===== src/rtl/ntsc_sync_sep.sv =====
// ntsc_sync_sep -- sync separator and horizontal/vertical timing recoverer.
//
// Samples a composite video level and measures the width of every sync-tip
// pulse. Each pulse is classified as glitch, equalizing, horizontal sync,
// invalid or broad (vertical serration). Accepted hsyncs give a one-cycle
// h_pulse, the first broad pulse of a run gives a one-cycle v_pulse. Line and
// pixel position are tracked, and lock is declared after LOCK_LINES
// consecutive hsync-to-hsync periods inside [LINE_MIN, LINE_MAX].
//
// Ports:
//   clk      in   system clock
//   rst      in   asynchronous active-high reset
//   v_data   in   video sample (DATA_BITS), synchronous to clk
//   h_pulse  out  one-cycle strobe per accepted hsync
//   v_pulse  out  one-cycle strobe at start of the vertical interval
//   line_num out  lines since last v_pulse, saturating at 1023
//   pixel_x  out  cycles since last h_pulse, saturating at 4095
//   field    out  toggles on every v_pulse
//   locked   out  horizontal timing locked
//
// Latency from a trailing edge on v_data to h_pulse/v_pulse is three clocks:
// input register, registered edge detect (with captured width), strobe
// register.

module ntsc_sync_sep #(
  parameter int DATA_BITS  = 4,
  parameter int SYNC_LEVEL = 0,
  parameter int MIN_EQ     = 80,
  parameter int MIN_HSYNC  = 175,
  parameter int MAX_HSYNC  = 300,
  parameter int MIN_BROAD  = 1000,
  parameter int LINE_MIN   = 3000,
  parameter int LINE_MAX   = 3350,
  parameter int LOCK_LINES = 8
) (
  input  logic                 clk,
  input  logic                 rst,
  input  logic [DATA_BITS-1:0] v_data,
  output logic                 h_pulse,
  output logic                 v_pulse,
  output logic [9:0]           line_num,
  output logic [11:0]          pixel_x,
  output logic                 field,
  output logic                 locked
);

  localparam int GW = (LOCK_LINES < 2) ? 1 : $clog2(LOCK_LINES + 1);

  localparam logic [DATA_BITS-1:0] SYNC_LVL    = DATA_BITS'(SYNC_LEVEL);
  localparam logic [11:0]          MIN_EQ_W    = 12'(MIN_EQ);
  localparam logic [11:0]          MIN_HSYNC_W = 12'(MIN_HSYNC);
  localparam logic [11:0]          MAX_HSYNC_W = 12'(MAX_HSYNC);
  localparam logic [11:0]          MIN_BROAD_W = 12'(MIN_BROAD);
  localparam logic [11:0]          LINE_MIN_W  = 12'(LINE_MIN);
  localparam logic [11:0]          LINE_MAX_W  = 12'(LINE_MAX);
  localparam logic [11:0]          CNT12_MAX   = 12'hFFF;
  localparam logic [9:0]           LINE_SAT    = 10'h3FF;
  localparam logic [GW-1:0]        LOCK_N      = GW'(LOCK_LINES);
  localparam logic [GW-1:0]        GOOD_ONE    = GW'(1);
  localparam logic [GW-1:0]        GOOD_ZERO   = GW'(0);

  typedef enum logic [2:0] {
    CLS_NONE,
    CLS_GLITCH,
    CLS_EQ,
    CLS_HSYNC,
    CLS_INVALID,
    CLS_BROAD
  } cls_t;

  // Registers
  logic [DATA_BITS-1:0] v_q, v_d;
  logic                 sync_q, sync_d;
  logic [11:0]          w_q, w_d;
  logic                 trail_q, trail_d;
  logic [11:0]          wcap_q, wcap_d;
  logic [11:0]          pixel_x_q, pixel_x_d;
  logic [9:0]           line_num_q, line_num_d;
  logic                 field_q, field_d;
  logic                 locked_q, locked_d;
  logic [GW-1:0]        good_q, good_d;
  logic                 have_ref_q, have_ref_d;
  logic                 broad_run_q, broad_run_d;
  logic                 h_pulse_q, h_pulse_d;
  logic                 v_pulse_q, v_pulse_d;

  // Combinational helpers
  logic sync;
  cls_t cls;
  logic hs_accept;
  logic period_ok;

  assign sync = (v_q <= SYNC_LVL);

  // Front end: input register, sync delay, pulse width counter, edge capture.
  always_comb begin
    v_d    = v_data;
    sync_d = sync;
    w_d    = w_q;
    if (sync && !sync_q) begin
      w_d = 12'd1;
    end else if (sync && (w_q != CNT12_MAX)) begin
      w_d = w_q + 12'd1;
    end else begin
      w_d = w_q;
    end
    // The width is frozen at the trailing edge so classification can run a
    // cycle later even if a new pulse starts immediately.
    trail_d = sync_q & ~sync;
    if (trail_d) begin
      wcap_d = w_q;
    end else begin
      wcap_d = wcap_q;
    end
  end

  // Pulse classification from the captured width, valid only on trail_q.
  always_comb begin
    cls = CLS_NONE;
    if (trail_q) begin
      if (wcap_q < MIN_EQ_W) begin
        cls = CLS_GLITCH;
      end else if (wcap_q < MIN_HSYNC_W) begin
        cls = CLS_EQ;
      end else if (wcap_q <= MAX_HSYNC_W) begin
        cls = CLS_HSYNC;
      end else if (wcap_q < MIN_BROAD_W) begin
        cls = CLS_INVALID;
      end else begin
        cls = CLS_BROAD;
      end
    end else begin
      cls = CLS_NONE;
    end
  end

  assign hs_accept = (cls == CLS_HSYNC);
  assign period_ok = (pixel_x_q >= LINE_MIN_W) && (pixel_x_q <= LINE_MAX_W);

  // Timing state: strobes, position counters, lock qualification.
  always_comb begin
    h_pulse_d   = 1'b0;
    v_pulse_d   = 1'b0;
    pixel_x_d   = pixel_x_q;
    line_num_d  = line_num_q;
    field_d     = field_q;
    good_d      = good_q;
    have_ref_d  = have_ref_q;
    broad_run_d = broad_run_q;

    case (cls)
      CLS_EQ: begin
        broad_run_d = 1'b0;
      end
      CLS_HSYNC: begin
        broad_run_d = 1'b0;
        h_pulse_d   = 1'b1;
        if (line_num_q != LINE_SAT) begin
          line_num_d = line_num_q + 10'd1;
        end else begin
          line_num_d = line_num_q;
        end
        // The first hsync after reset or sync loss only sets the reference.
        if (!have_ref_q) begin
          have_ref_d = 1'b1;
        end else if (period_ok) begin
          if (good_q != LOCK_N) begin
            good_d = good_q + GOOD_ONE;
          end else begin
            good_d = good_q;
          end
        end else begin
          good_d = GOOD_ZERO;
        end
      end
      CLS_INVALID: begin
        good_d      = GOOD_ZERO;
        broad_run_d = 1'b0;
      end
      CLS_BROAD: begin
        // Only the first broad pulse of a run marks the vertical interval.
        if (!broad_run_q) begin
          v_pulse_d   = 1'b1;
          line_num_d  = 10'd0;
          field_d     = ~field_q;
          broad_run_d = 1'b1;
        end else begin
          broad_run_d = broad_run_q;
        end
      end
      default: begin
        broad_run_d = broad_run_q;
      end
    endcase

    // hsync clears pixel_x even when it coincides with saturation.
    if (hs_accept) begin
      pixel_x_d = 12'd0;
    end else if (pixel_x_q != CNT12_MAX) begin
      pixel_x_d = pixel_x_q + 12'd1;
    end else begin
      // No hsync for a full counter span: timing reference is lost.
      pixel_x_d  = pixel_x_q;
      good_d     = GOOD_ZERO;
      have_ref_d = 1'b0;
    end

    locked_d = (good_d == LOCK_N);
  end

  // State register with asynchronous reset.
  always_ff @(posedge clk or posedge rst) begin
    if (rst) begin
      v_q         <= {DATA_BITS{1'b1}};  // idle (non-sync) level
      sync_q      <= 1'b0;
      w_q         <= 12'd0;
      trail_q     <= 1'b0;
      wcap_q      <= 12'd0;
      pixel_x_q   <= 12'd0;
      line_num_q  <= 10'd0;
      field_q     <= 1'b0;
      locked_q    <= 1'b0;
      good_q      <= GOOD_ZERO;
      have_ref_q  <= 1'b0;
      broad_run_q <= 1'b0;
      h_pulse_q   <= 1'b0;
      v_pulse_q   <= 1'b0;
    end else begin
      v_q         <= v_d;
      sync_q      <= sync_d;
      w_q         <= w_d;
      trail_q     <= trail_d;
      wcap_q      <= wcap_d;
      pixel_x_q   <= pixel_x_d;
      line_num_q  <= line_num_d;
      field_q     <= field_d;
      locked_q    <= locked_d;
      good_q      <= good_d;
      have_ref_q  <= have_ref_d;
      broad_run_q <= broad_run_d;
      h_pulse_q   <= h_pulse_d;
      v_pulse_q   <= v_pulse_d;
    end
  end

  assign h_pulse  = h_pulse_q;
  assign v_pulse  = v_pulse_q;
  assign line_num = line_num_q;
  assign pixel_x  = pixel_x_q;
  assign field    = field_q;
  assign locked   = locked_q;

endmodule


===== config.mk =====
export PLATFORM = sky130hd
export DESIGN_NAME = ntsc_sync_sep
export DESIGN_NICKNAME = d
export VERILOG_FILES = /design/src/rtl/ntsc_sync_sep.sv
export SDC_FILE = /design/constraint.sdc
export NUM_CORES = 1
export LEC_CHECK = 0
export ABC_AREA = 1
export BUFFER_PORTS_ARGS = -buffer_cell sky130_fd_sc_hd__buf_2
export CORE_ASPECT_RATIO = 1.25
export CORE_MARGIN = 3
export CORE_UTILIZATION = 50
export CTS_BUF_LIST = sky130_fd_sc_hd__clkbuf_16
export DETAILED_ROUTE_END_ITERATION = 12
export GPL_ROUTABILITY_DRIVEN = 1
export PLACE_DENSITY = 0.72
export SLEW_MARGIN = 20
export SYNTH_ARGS = -nofsm -noshare
export SYNTH_HDL_FRONTEND = slang
export SYNTH_SLANG_ARGS = --single-unit

===== constraint.sdc =====
create_clock -name clk -period 2.05 [get_ports clk]
set_input_delay 0.1025 -clock clk [delete_from_list [all_inputs] [get_ports clk]]
set_output_delay 0.1025 -clock clk [all_outputs]
set_load 0.01 [all_outputs]

==> out/qor.csv, run 1 <==
stage,metric,value,unit
timing,final setup violation count,0,
placement,placed cell areas,3660,sq um
power,clock share of power,51.6,%
die,core area,6370,sq um
synthesis,top post-synthesis cells by area,"dfrtp_1, nand2_1, inv_1",
placement,IO buf count,31,
synthesis,top-count cell post-synth,nand2_1,
timing,Fin. Hold Viols,0,
synthesis,Post-synth ARST share,100,%
die,Die Wd,79.8,um
cts,CTS clock-pin slew for the worst setup and hold paths,0.05,ns
critical_path,Critical Path Max Stage Delay,0.45,ns
timing,hold_ws,0.308,ns
timing,Pins Over Slew Limit,0,
synthesis,Syn. warnings,0,
drt,via/cell ratio,5.19,
global_routing,GRT Util Overall,20.0,%
drt,WL met1,3110,um
synthesis,Post-Syn Area,3400,sq um
global_routing,first-pass GRT wire length,12500,um
power,Power Total,2.77,mW
cts,CTS tree,done,
drt,met2 wire len,3790,um
critical_path,Worst setup EP type,register,
critical_path,critical path type,register to register,
outcome,outcome,finished clean,
critical_path,CP Data Required Time,2.26,ns
critical_path,crit path buf inv count,1,
die,Die Height,98.2,um
critical_path,Worst Setup Start Kind,register,
drt,DR iter-0 viols,152,
cts,H-Tree Depth,3,
timing,Fmax achieved,532,MHz
drt,Routed Wire Length,7280,um
placement,RePlAce Congestion,0.866,
power,Comb pwr share,3.0,%
critical_path,"Slowest-stage cell, CP",dfrtp_1,
die,die area,7830,sq um
synthesis,"Seq/Total Area, Yosys",45.8,%
finish,Layout Utilization,63.5,%
power,Leakage,2.05,nW
timing,Final min period,1.88,ns
finish,Fillers,547,
drt,Antenna Nets Post-Route,0,
cts,TritonCTS buffer count,9,
power,pwr/cell area,685,nW/um^2
synthesis,synthesized instance count,431,
finish,design area,4040,sq um
drt,DR WL met3,231,um
power,Peak VDD IR,531,uV
placement,DP HPWL,5210,um
drt,top sig layer,met4,
finish,layout cell share with drive strength beyond 1,17.9,%
timing,clock skew,0.00592,ns
power,Int Pwr,2.19,mW
critical_path,worst-path maximum fanout,8,
synthesis,Main synth FF type,dfrtp_1,
global_routing,initial antenna violation count,0,
synthesis,Post-synth EDFFs,0,
flow_run,MaxCap Viol Count,0,
finish,ant diodes,0,
synthesis,Mean Syn Cell Area,7.89,sq um
synthesis,post-synth cell types,36,
critical_path,arrival time worst endpoint,2.10,ns
finish,"Cell Count, Final, Fillers Out",571,
cts,CTS Root Buffer Type,clkbuf_16,
hold_path,Min-Delay Path Class,input pin to asynchronous set/reset pin,
power,Reg power frac,45.4,%
power,reported net switching power,0.573,mW
timing,post-route setup slack,0.170,ns
critical_path,"CP delay by family, top",simple AND/OR/NAND/NOR gates,
timing,Slew @ Worst Pin,0.403,ns
timing,Tcrit/Tclk final,91.7,%
global_routing,"Remaining Overflow, GRT",0,
die,cell row count,32,
synthesis,Seq cells post-synth,62,
critical_path,worst-path cell chain,ha_1 > nand2_2 > inv_2 > nand2_2 > nor3_4 > nand4_4 > o21ai_0 > a21oi_2 > nand2_1 > nor2_1,
die,# IOs,32,
drt,first-pass iteration count of the detailed router,4,
drt,via count,2965,
synthesis,cell type with the largest total area after synthesis,dfrtp_1,
synthesis,Commonest cells post-synth,"nand2_1, dfrtp_1, inv_1",
global_routing,number of global-route vias before repair,2846,
synthesis,net count after synthesis,443,
timing,setup TNS,0,ns
placement,pre-CTS setup slack,0.186,ns
critical_path,most frequent CP cell,nand2_2,
finish,P&R area growth vs syn,18.8,%
power,Sw Share,20.7,%
drt,drt wl/cell,12.7,um
cts,clk_lat worst skew,0.32,ns
synthesis,top-area cell type share of the netlist area,42.7,%
finish,NumNets Final,493,
drt,Residual DRC,0,
global_routing,pin count of the biggest net entering global routing,34,
timing,Slew Limit Headroom,72.9,%
cts,CTS Sinks,62,
cts,Max clock buf depth,2,
placement,cell total after placement,546,
die,Initial Utilization,53.4,%
-- metal layers --
layer  global-route usage (%)  vias up
met5                        0        -
li1                         -     1496
met3                     5.07       10
met4                     8.06        0
met2                     34.5       51
met1                     23.3     1408
-- state kept, by name, indices dropped and copies added (netlist names), 4 cells and up --
name / cells
wcap_q: 12
w_q: 12
v_q: 4
good_q: 4
pixel_x: 12
line_num: 10
-- power by group through the flow --
stage | Combinational, mW | Sequential, mW | Clock [mW]
finish | 0.0820 | 1.26 | 1.43
global placement | 0.0730 | 1.28 | 0
global route | 0.0957 | 1.26 | 1.51
detailed placement | 0.0750 | 1.28 | 0
floorplan | 0.0476 | 1.27 | 0
CTS | 0.0847 | 1.26 | 1.46
-- final timing paths --
path	slack, ns	start	end	depth (start not counted)
worst min-delay path	0.31	rst	pixel_x[9]	3
worst max-delay path	0.17	pixel_x[1]	locked	10
worst max register to register	0.17	pixel_x[1]	locked	10
max in group asynchronous	1.14	rst	v_q[1]	4
min in group clk	0.42	v_data[3]	v_q[3]	2
worst min register to register	0.47	field	field	1
-- worst min-delay path, stage by stage --
cell and delay, ns:
dlygate4sd3_1 0.53, buf_2 0.12, inv_2 0.29
-- logic make-up after synthesis --
| kind of cell | share of synthesized area (%) |
|---|---|
| xor gates and xnor gates | 3.35 |
| DFF | 45.8 |
| buffers and inverters | 8.43 |
| adders and majority gates | 2.21 |
| AOI/OAI and AO/OA | 9.35 |
| and+or+nand+nor | 30.9 |
-- layout by cell type (no fill, tap or decap), types with 2 or more instances in the layout --
| cell type | count |
|---|---|
| buf_2 | 31 |
| nor4_1 | 3 |
| inv_2 | 9 |
| clkinv_1 | 3 |
| nand2_1 | 112 |
| clkbuf_16 | 9 |
| a31oi_1 | 6 |
| dfrtp_1 | 58 |
| buf_4 | 8 |
| inv_1 | 54 |
| xor2_1 | 9 |
| dlygate4sd3_1 | 5 |
| ha_1 | 6 |
| nor3_2 | 2 |
| nor2_1 | 35 |
| nand3_1 | 23 |
| nand4_1 | 14 |
| a21oi_1 | 17 |
| nand2_4 | 2 |
| o21ai_0 | 29 |
| nor2_2 | 3 |
| buf_12 | 2 |
| dfstp_2 | 4 |
| o31ai_1 | 2 |
| a21oi_2 | 2 |
| nor3_1 | 16 |
| xnor2_1 | 4 |
| nand2_2 | 6 |
-- area by class of cell --
type	count	area [sq um]	area share [%]
multi-input combinational	300	1560	38.5
sequential	62	1560	38.5
timing repair buffer	46	305	7.56
tap	85	106	2.63
clock buffer	9	225	5.57
inverter	62	233	5.76
clock inverter	7	57.6	1.42
-- timing repair --
item                                    in CTS  in global routing
endpoints found under the hold margin       18                  0
hold buffers                                 5                  0
buffers inserted                             0                  4
endpoints found under the setup margin       0                  1
resized for setup                            0                  0
Note: power is estimated with default switching activity, not from simulation.
==> run 2, diff against run 1 <==
Settings changed: CAP_MARGIN from default to 10, PLACE_DENSITY 0.72 to 0.69, SKIP_LAST_GASP from default to 1.
==> out/qor.csv, run 2 (synthesis gave the netlist of run 1 again) <==
stage,metric,value,unit,change
critical_path,Critical Path Max Stage Delay,0.43,ns,-0.02 ns
global_routing,number of global-route vias before repair,2923,,+2.7%
timing,Fmax achieved,541,MHz,+1.7%
drt,drt wl/cell,12.7,um,-0.57%
power,Reg power frac,41.7,%,-3.7 points
placement,RePlAce Congestion,0.853,,-1.6%
power,clock share of power,55.5,%,+3.9 points
finish,P&R area growth vs syn,19.0,%,
drt,via/cell ratio,5.17,,-0.48%
global_routing,"Remaining Overflow, GRT",0,,unchanged
cts,post-CTS setup buffers,0,,unchanged
finish,"most common cell after layout, fill and taps aside",nand2_1,,
timing,setup TNS,0,ns,unchanged
drt,Residual DRC,0,,unchanged
timing,Fin. Hold Viols,0,,unchanged
placement,DP HPWL,5260,um,+0.91%
finish,most frequent cells in the layout,"nand2_1, dfrtp_1, inv_1, nor2_1, buf_2",,
power,Comb pwr share,2.7,%,-0.3 points
die,die area,7830,sq um,unchanged
timing,Slew @ Worst Pin,0.553,ns,+0.149 ns
timing,clock skew,0.00737,ns,+0.00145 ns
cts,CTS Root Buffer Type,clkbuf_16,,
critical_path,CP Data Required Time,2.31,ns,+0.05 ns
timing,Slew Limit Headroom,63.1,%,-9.7 points
timing,Tcrit/Tclk final,90.2,%,-1.6 points
timing,final setup violation count,0,,unchanged
placement,IO buf count,31,,unchanged
critical_path,critical path type,register to register,,
global_routing,pin count of the biggest net entering global routing,30,,-12%
drt,via count,2930,,-1.2%
flow_run,MaxCap Viol Count,0,,unchanged
die,Initial Utilization,53.4,%,unchanged
drt,Antenna Nets Post-Route,0,,unchanged
cts,clk_lat worst skew,0.33,ns,about the same
power,Sw Share,19.0,%,-1.7 points
critical_path,R2R cell count,11,,+1
critical_path,crit path buf inv count,1,,unchanged
drt,Routed Wire Length,7190,um,-1.3%
cts,CTS resizes,0,,unchanged
critical_path,reg2reg end,locked,,
timing,Final min period,1.85,ns,-0.0319 ns
finish,Fillers,579,,+5.9%
finish,NumNets Final,489,,-0.81%
power,Power Total,3.01,mW,+9.0%
die,Die Wd,79.8,um,unchanged
timing,Pins Over Slew Limit,0,,unchanged
drt,first-pass iteration count of the detailed router,4,,unchanged
finish,register area,1560,sq um,unchanged
cts,CTS tree,done,,
die,core area,6370,sq um,unchanged
critical_path,Worst setup EP type,register,,
drt,DR iter-0 viols,139,,-8.6%
power,Peak VDD IR,474,uV,-11%
global_routing,first-pass GRT wire length,12800,um,+2.4%
global_routing,initial antenna violation count,0,,unchanged
cts,CTS clock-pin slew for the worst setup and hold paths,0.05,ns,about the same
critical_path,R2R Path Start,pixel_x[1],,
power,Int Pwr,2.44,mW,+11%
critical_path,Worst Setup Start Kind,register,,
die,cell row count,32,,unchanged
timing,RSZ-0062 raised after global routing,no,,
outcome,outcome,finished clean,,
critical_path,"Slowest-stage cell, CP",dfrtp_1,,
critical_path,worst-path maximum fanout,8,,unchanged
cts,TritonCTS buffer count,9,,unchanged
finish,ant diodes,0,,unchanged
finish,area occupied by multi-input gates,1560,sq um,unchanged
cts,Max clock buf depth,2,,unchanged
cts,CTS Sinks,62,,unchanged
hold_path,Min-Delay Path Class,input pin to asynchronous set/reset pin,,
cts,H-Tree Depth,3,,unchanged
die,# IOs,32,,unchanged
critical_path,"CP delay by family, top",simple AND/OR/NAND/NOR gates,,
power,Leakage,2.05,nW,about the same
power,pwr/cell area,745,nW/um^2,+8.8%
global_routing,GRT Util Overall,20.4,%,+0.47 points
die,Die Height,98.2,um,unchanged
power,reported net switching power,0.572,mW,-0.20%
finish,layout cell share with drive strength beyond 1,17.2,%,-0.68 points
critical_path,worst-path cell chain,ha_1 > nand2_2 > inv_2 > nand2_2 > nor3_4 > nand4_4 > nor2_4 > nor2_1 > nand2_1 > nand2_1 > nor2_1,,
critical_path,arrival time worst endpoint,2.10,ns,about the same
critical_path,"setup slack, reg-to-reg",0.20,ns,+0.03 ns
## run 2: repair_timing
action	4_1_cts	5_1_grt
endpoints found under the hold margin	25	0
endpoints found under the setup margin	0	0
hold buffers	5	0
## run 2: power by group through the flow
stage          clock network (mW)  registers [mW]  logic (mW)
2_1_floorplan                   0            1.27      0.0476
3_3_place_gp                    0            1.28      0.0725
3_5_place_dp                    0            1.28      0.0764
4_1_cts                      1.70            1.26      0.0846
5_1_grt                      1.76            1.26      0.0957
6_report                     1.67            1.26      0.0815
## run 2: routing by layer
layer  GRT usage, %  vias to the layer above  part of all wire, %
met3           4.06                       15                  3.2
met2           35.0                       59                   52
met5              0                        -                    0
met1           23.9                     1359                   42
li1               -                     1497                    -
met4           10.1                        0                  2.2
## run 2: worst max path at each step
| stage | to | from | slack [ns] | cells past startpoint |
|---|---|---|---|---|
| 3_5_place_dp | locked | pixel_x[1] | 0.21 | 10 |
| 2_1_floorplan | locked | pixel_x[1] | 0.37 | 10 |
| 4_1_cts | locked | pixel_x[1] | 0.21 | 11 |
| 6_report | locked | pixel_x[1] | 0.20 | 11 |
| 3_3_place_gp | locked | pixel_x[1] | 0.21 | 10 |
| 5_1_grt | line_num[8] | wcap_q[11] | 0.01 | 13 |
## run 2: worst register-to-register path, delay by kind of cell, from the launching register on
family | cells | cell delay, ns
flops | 1 | 0.43
buf+inv | 1 | 0.07
fa+ha+maj | 1 | 0.22
simple gates | 9 | 1.06
## run 2: per-stage QoR
stage / util (%) / area (sq um) / std cells / hold WS (ns) / setup slack [ns]
2_1_floorplan: - / 3400 / 431 / 0.107 / 0.368
3_3_place_gp: 57.6 / 3660 / 546 / 0.174 / 0.214
3_5_place_dp: 57.6 / 3660 / 546 / 0.186 / 0.206
4_1_cts: 63.5 / 4050 / 567 / 0.389 / 0.205
5_1_grt: 63.5 / 4050 / 567 / 0.423 / 0.0137
6_report: 63.5 / 4050 / 567 / 0.372 / 0.202
## run 2: cell type report
class                      count  area share, %
inverter                      62           5.75
clock inverter                 7           2.60
clock buffer                   9           5.57
sequential                    62           38.5
tap                           85           2.63
timing repair buffer          42           6.50
multi-input combinational    300           38.5
